## src/rtl/gpcfg_arb.sv

```systemverilog
// Two-master arbiter in front of a config register bank: one access per
// IDLE -> ACCESS -> RESP round, round-robin or fixed-priority on ties.
module gpcfg_arb #(
    parameter int PRIO_FIXED = 0
) (
    input  logic        hclk,
    input  logic        hresetn,
    input  logic        m0_req,
    input  logic        m0_we,
    input  logic [31:0] m0_addr,
    input  logic [3:0]  m0_be,
    input  logic [31:0] m0_wdata,
    output logic        m0_ack,
    output logic [31:0] m0_rdata,
    input  logic        m1_req,
    input  logic        m1_we,
    input  logic [31:0] m1_addr,
    input  logic [3:0]  m1_be,
    input  logic [31:0] m1_wdata,
    output logic        m1_ack,
    output logic [31:0] m1_rdata,
    output logic        cfg_wr_en,
    output logic        cfg_rd_en,
    output logic [3:0]  cfg_byte_en,
    output logic [31:0] cfg_wr_addr,
    output logic [31:0] cfg_rd_addr,
    output logic [31:0] cfg_wdata,
    input  logic [31:0] cfg_rdata,
    output logic        busy
);

    localparam logic [1:0] ST_IDLE   = 2'd0;
    localparam logic [1:0] ST_ACCESS = 2'd1;
    localparam logic [1:0] ST_RESP   = 2'd2;

    logic [1:0]  state_reg, state_next;
    logic        gnt_reg, last_gnt_reg, we_reg;
    logic [31:0] addr_reg, wdata_reg;
    logic [3:0]  be_reg;
    logic        gnt_next, take, in_access;
    wire  [1:0]  ack_vec;
    wire  [31:0] rdata_vec [2];

    assign take      = (state_reg == ST_IDLE) && (m0_req || m1_req);
    assign in_access = (state_reg == ST_ACCESS);

    // last_gnt resets to 1 so that requester 0 wins the first tie.
    always_comb begin
        gnt_next = 1'b0;
        if (m0_req && m1_req)
            gnt_next = (PRIO_FIXED != 0) ? 1'b0 : ~last_gnt_reg;
        else if (m1_req)
            gnt_next = 1'b1;
    end

    always_comb begin
        state_next = ST_IDLE;
        case (state_reg)
            ST_IDLE:   state_next = take ? ST_ACCESS : ST_IDLE;
            ST_ACCESS: state_next = ST_RESP;
            default:   state_next = ST_IDLE;
        endcase
    end

    always_ff @(posedge hclk or negedge hresetn) begin
        if (!hresetn) begin
            state_reg    <= ST_IDLE;
            gnt_reg      <= 1'b0;
            last_gnt_reg <= 1'b1;
            we_reg       <= 1'b0;
            addr_reg     <= '0;
            be_reg       <= '0;
            wdata_reg    <= '0;
        end else begin
            state_reg <= state_next;
            if (take) begin
                gnt_reg      <= gnt_next;
                last_gnt_reg <= gnt_next;
                we_reg       <= gnt_next ? m1_we    : m0_we;
                addr_reg     <= gnt_next ? m1_addr  : m0_addr;
                be_reg       <= gnt_next ? m1_be    : m0_be;
                wdata_reg    <= gnt_next ? m1_wdata : m0_wdata;
            end
        end
    end

    // Per-requester read-data holding register and ack decode.
    generate
        for (genvar gi = 0; gi < 2; gi++) begin : g_req
            logic [31:0] rdata_reg;
            always_ff @(posedge hclk or negedge hresetn) begin
                if (!hresetn)
                    rdata_reg <= '0;
                else if (in_access && !we_reg && (gnt_reg == 1'(gi)))
                    rdata_reg <= cfg_rdata;
            end
            assign rdata_vec[gi] = rdata_reg;
            assign ack_vec[gi]   = (state_reg == ST_RESP) && (gnt_reg == 1'(gi));
        end
    endgenerate

    assign m0_ack      = ack_vec[0];
    assign m1_ack      = ack_vec[1];
    assign m0_rdata    = rdata_vec[0];
    assign m1_rdata    = rdata_vec[1];
    assign cfg_wr_en   = in_access && we_reg;
    assign cfg_rd_en   = in_access && !we_reg;
    assign cfg_byte_en = (in_access && we_reg) ? be_reg : 4'h0;
    assign cfg_wr_addr = addr_reg;
    assign cfg_rd_addr = addr_reg;
    assign cfg_wdata   = wdata_reg;
    assign busy        = (state_reg != ST_IDLE);

endmodule

```

## config.mk

```make
export PLATFORM = sky130hd
export DESIGN_NAME = gpcfg_arb
export DESIGN_NICKNAME = d
export VERILOG_FILES = /design/src/rtl/gpcfg_arb.sv
export SDC_FILE = /design/constraint.sdc
export NUM_CORES = 1
export LEC_CHECK = 0
export CAP_MARGIN = 20
export CORE_AREA = 4 4 133 135
export CTS_BUF_LIST = sky130_fd_sc_hd__clkbuf_4
export DETAILED_ROUTE_END_ITERATION = 6
export DIE_AREA = 0 0 137 139
export GPL_TIMING_DRIVEN = 1
export HOLD_SLACK_MARGIN = 0.02
export PLACE_DENSITY = 0.83
export SLEW_MARGIN = 40
export SYNTH_ARGS = -nofsm -noshare
export SYNTH_HDL_FRONTEND = slang
export SYNTH_SLANG_ARGS = --single-unit
```

## constraint.sdc

```tcl
create_clock -name hclk -period 2.75 [get_ports hclk]
set_clock_uncertainty 0.05 [all_clocks]
set_input_delay 0.55 -clock hclk [delete_from_list [all_inputs] [get_ports hclk]]
set_output_delay 0.55 -clock hclk [all_outputs]
set_load 0.03 [all_outputs]
```

After elaboration in Yosys (flattened, before gate mapping)
Index checks and enable logic that the tools add are counted.
Widths: inputs -> output; s select.

storage, ports and cells
  flip-flop bits (word level) = 137
  word-level logic and storage cells = 34

cells by class
  equal/unequal tests = 2
  mux-type cells = 9
  bitwise operators = 2
  reduce and logical (&&, ||, !) cells = 12

operators by type and width
  operator            number
  $mux 32             2
  $logic_and 1x1->1   8
  $mux 4              2
  $mux 1              4
  $pmux 2 s2          1
  $eq 2x1->1 const B  1
  $eq 2x2->1 const B  1
  $logic_not 2->1     1
  $not 1->1           2
  $reduce_bool 2->1   1
  $logic_not 1->1     1
  $logic_or 1x1->1    1

Logic depth before layout (Yosys ltp)
Gate-level depths: netlist of the first run.

  word-level depth = 4
  gate-level depth with buffers = 5
  mapped depth without buffers = 3

Least setup slack after synthesis of the first run
Ideal clock, no wire load.

  kind = flip-flop to flip-flop
  from = reg state_reg[1]
  to = reg g_req[0].rdata_reg[10], in the netlist m0_rdata[10]
  arrival time = 1.711 ns
  slack = 0.861 ns
  cell stages (with the launch flop) = 6
  cells stage by stage = dfrtp_1 > nor3b_2 > and2_1 > buf_2 > buf_4 > mux2_1

between the ends
  longest elaborated chain between the ends = 3

ends and longest elaborated chain
  item                      RTL line  text
  start: declaration        36        logic [1:0] state_reg, state_next;
  start signal: assignment  75        state_reg <= state_next;
  $eq 2x1->1                45        assign in_access = (state_reg == ST_ACCESS);
  $logic_and 1x1->1         n/a
  net cfg_rd_en             23        output logic cfg_rd_en,
  $logic_and 1x1->1         94        else if (in_access && !we_reg && (gnt_reg == 1'(gi)))
  end signal: assignment    95        rdata_reg <= cfg_rdata;
  end: declaration          90        logic [31:0] rdata_reg;

The timed path passes the listed nets, and every way through them passes these cells.
A chain may end at the register's enable or synchronous reset.

Worst setup path in the final report of the first run
  from = reg state_reg[1]
  to = out busy

between the ends
  longest elaborated chain between the ends = 1

ends and longest elaborated chain
  item               RTL line  text
  $reduce_bool 2->1  112       assign busy = (state_reg != ST_IDLE);
  end: declaration   29        output logic busy

No other way between the ends.

==> results of run 1 <==
## repair_timing
item,4_1_cts,5_1_grt
resized for setup,6,2
endpoints found under the hold margin,53,0
hold buffers,1,0
setup endpoints to repair,6,2
pin swaps,0,0
## area by class of cell
cell class / count / area, um^2
Clock buffer: 17 / 128
Clock inverter: 15 / 191
Fill cell: 1206 / 5960
Inverter: 2 / 7.51
Multi-Input combinational cell: 219 / 2930
Sequential cell: 137 / 3430
Tap cell: 220 / 275
Timing Repair Buffer: 350 / 3550
## per-stage QoR
step | hold WS, ns | utilization, % | cell area, um^2 | worst slack, ns
3_3_place_gp | 0.417 | 61.8 | 10200 | 0.436
3_5_place_dp | 0.424 | 61.8 | 10200 | 0.406
4_1_cts | 0.442 | 63.8 | 10500 | 0.00789
6_report | 0.450 | 63.8 | 10500 | 0.169
5_1_grt | 0.461 | 63.8 | 10500 | 0.0159
2_1_floorplan | 0.204 | - | 6850 | 0.861
## synthesized netlist by cell type
library cell	number	area, um^2
nor3b_2	1	12.5
mux2_4	138	2070
dfrtp_1	136	3400
mux2_1	60	676
a21oi_1	1	5.00
nor2_1	1	3.75
a21bo_1	1	10.0
and3_1	4	25.0
buf_2	3	15.0
buf_12	7	140
buf_4	45	338
nor2b_1	1	6.26
o21a_2	1	8.76
nor3b_1	2	15.0
a31oi_1	1	6.26
inv_1	2	7.51
buf_6	1	11.3
mux2_2	4	45.0
o22ai_1	1	6.26
dfstp_2	1	26.3
and2_1	3	18.8
## report_power, final
part / switching (mW) / internal (mW) / leakage, nW
registers: 0.700 / 3.06 / 1.62
logic: 4.14 / 3.96 / 2.92
clock network: 0.813 / 0.651 / 0.161
## metal layers
layer | global-route usage, % | vias up | wire [um]
met3 | 6.75 | 22 | 1450
met1 | 20.6 | 2204 | 6660
li1 | - | 2062 | -
met4 | 5.72 | 0 | 337
met2 | 34.1 | 198 | 9570
met5 | 0 | - | 0
## layout by cell type (no fill, tap or decap), types with 2 or more instances in the layout
master / netlist / final
buf_4: 45 / 2
clkbuf_4: 0 / 17
and2_1: 3 / 3
inv_1: 2 / 2
dlymetal6s2s_1: 0 / 2
clkinvlp_4: 0 / 3
dfrtp_1: 136 / 136
inv_6: 0 / 3
buf_12: 7 / 5
mux2_4: 138 / 138
bufinv_16: 0 / 3
inv_8: 0 / 2
clkinv_4: 0 / 3
mux2_1: 60 / 60
nor3b_1: 2 / 2
dlygate4sd2_1: 0 / 5
mux2_2: 4 / 4
and3_1: 4 / 4
clkdlybuf4s50_1: 0 / 334
## logic make-up after synthesis
family | Yosys count | share of synthesized area [%]
buffers and inverters | 58 | 7.47
muxes | 202 | 40.8
AOI/OAI and AO/OA | 5 | 0.530
DFF | 137 | 50.1
and+or+nand+nor | 12 | 1.19
## critical path, stage by stage, from the launching register on
cell and delay [ns]:
dfrtp_1 0.45, nor2_1 0.29, inv_1 0.10, clkdlybuf4s50_1 0.62
## final timing paths
| kind | start | to | slack, ns | cells after the start |
|---|---|---|---|---|
| max | state_reg[1] | busy | 0.17 | 3 |
| min | m1_rdata[1] | m1_rdata[1] | 0.45 | 1 |
| max reg2reg | state_reg[1] | cfg_rd_addr[22] | 0.83 | 4 |
| min reg2reg | m1_rdata[1] | m1_rdata[1] | 0.45 | 1 |
| max in group asynchronous | hresetn | last_gnt_reg | 1.50 | 3 |
| min in group asynchronous | hresetn | m0_rdata[4] | 0.48 | 2 |
==> summary.md, run 1 <==
| Metric | Value |
|---|---|
| Status | `complete, no violations` |
| Sequential fraction of the synthesis area | `around 50%` |
| Remaining DRCs | `0` |
| Detailed placement HPWL | `13900 um` |
| Gr usage total | `a little under a fifth` |
| CTS max path bufs | `2` |
| DRT iter0 DRCs | `between 100 and 150` |
| DR vias/cell | `4.67` |
| Placed instance count | `between 900 and 1000` |
| Final hold violation count | `0` |
| Worst relative slew slack | `63.6%` |
| Max Cap Viol | `0` |
| Antenna-violating nets left | `0` |
| Setup CP Type | `reg -> out` |
| Ant. Diodes | `0` |
| Syn Area/Cell | `roughly 17 um^2` |
| Worst-margin pin slew | `0.546 ns` |
| Post-CTS Setup Inserts | `0` |
| RD Place Congestion | `0.735` |
| Initial antenna violation count | `0` |
| Setup TNS | `0 ns` |
| Final period utilization | `93.9%` |
| Die area | `19000 um^2` |
| Leak pwr | `4.70 nW` |
| RSZ-0062 raised after global routing | `false` |
| Clock Pin Slew Worst Setup and Hold Paths | `around 0.13 ns` |
| Drt wl/cell | `~19 um` |
| Post-synthesis cell type count | `21` |
| Via Count | `roughly 4500` |
| Clock Sinks | `137` |
| CP max FO | `5` |
| Min Tclk post-route | `2.58 ns` |
| Final setup vio count | `0` |
| Max VDD drop | `roughly 1.4 mV` |
| Core Region | `16500 um^2` |
| Fmax | `0.387 GHz` |
| Power Dens Cells | `roughly 1300 nW/um^2` |
| Total Wirelength | `18000 um` |
| Finished Layout Cells | `960` |
| Critical Path Sink Type | `primary output` |
| Initial Utilization | `41.6%` |
| Warnings from Yosys | `0` |
| Cell Area, Synth | `a little under 7000 um^2` |
| Die W | `137 um` |
| Worst-skew pair later-pin latency | `around 0.52 ns` |
| Slew Viols, Final | `0` |
| Final net count | `between 900 and 1000` |
| WP data required | `about 2.2 ns` |
| Post-synth net total | `588` |
| Overflow after GRT | `0` |
| Global-route wire length before repair | `27900 um` |
| Number of global-route vias before repair | `between 5000 and 6000` |
| I/O Buffers | `around 340` |
| Row cnt | `47` |
| Tot Pwr | `~13 mW` |
| Die H | `139 um` |
| Synthesis-to-layout area growth | `53.3%` |
| Number of top-level pins | `between 300 and 400` |
| Number of H-tree levels | `4` |
| FF+latch count, synth | `between 100 and 150` |
| CTS root buffer | `clkbuf_4` |
| WP data arrival | `~2.0 ns` |
| Syn Inst Count | `about 410` |
| 1st-pass router iterations | `4` |
| Layout cells sized above 1 | `about 25%` |
| CTS tree | `yes` |
| CTS Buf Count | `17` |
| Worst min path class | `reg -> reg` |
| Crit path launch type | `flip-flop` |
| Largest net degree at the start of global routing | `between 70 and 80` |
Note: power is estimated with default switching activity, not from simulation.
==> run 2, diff against run 1 <==
--- a/config.mk
+++ b/config.mk
@@ -10,8 +10,8 @@
 export CTS_BUF_LIST = sky130_fd_sc_hd__clkbuf_4
 export DETAILED_ROUTE_END_ITERATION = 6
 export DIE_AREA = 0 0 137 139
+export GPL_ROUTABILITY_DRIVEN = 0
 export GPL_TIMING_DRIVEN = 1
-export HOLD_SLACK_MARGIN = 0.02
 export PLACE_DENSITY = 0.83
 export SLEW_MARGIN = 40
 export SYNTH_ARGS = -nofsm -noshare
==> results of run 2 <==
Same layout as run 1: the final DEF is identical, and so are final timing and power.
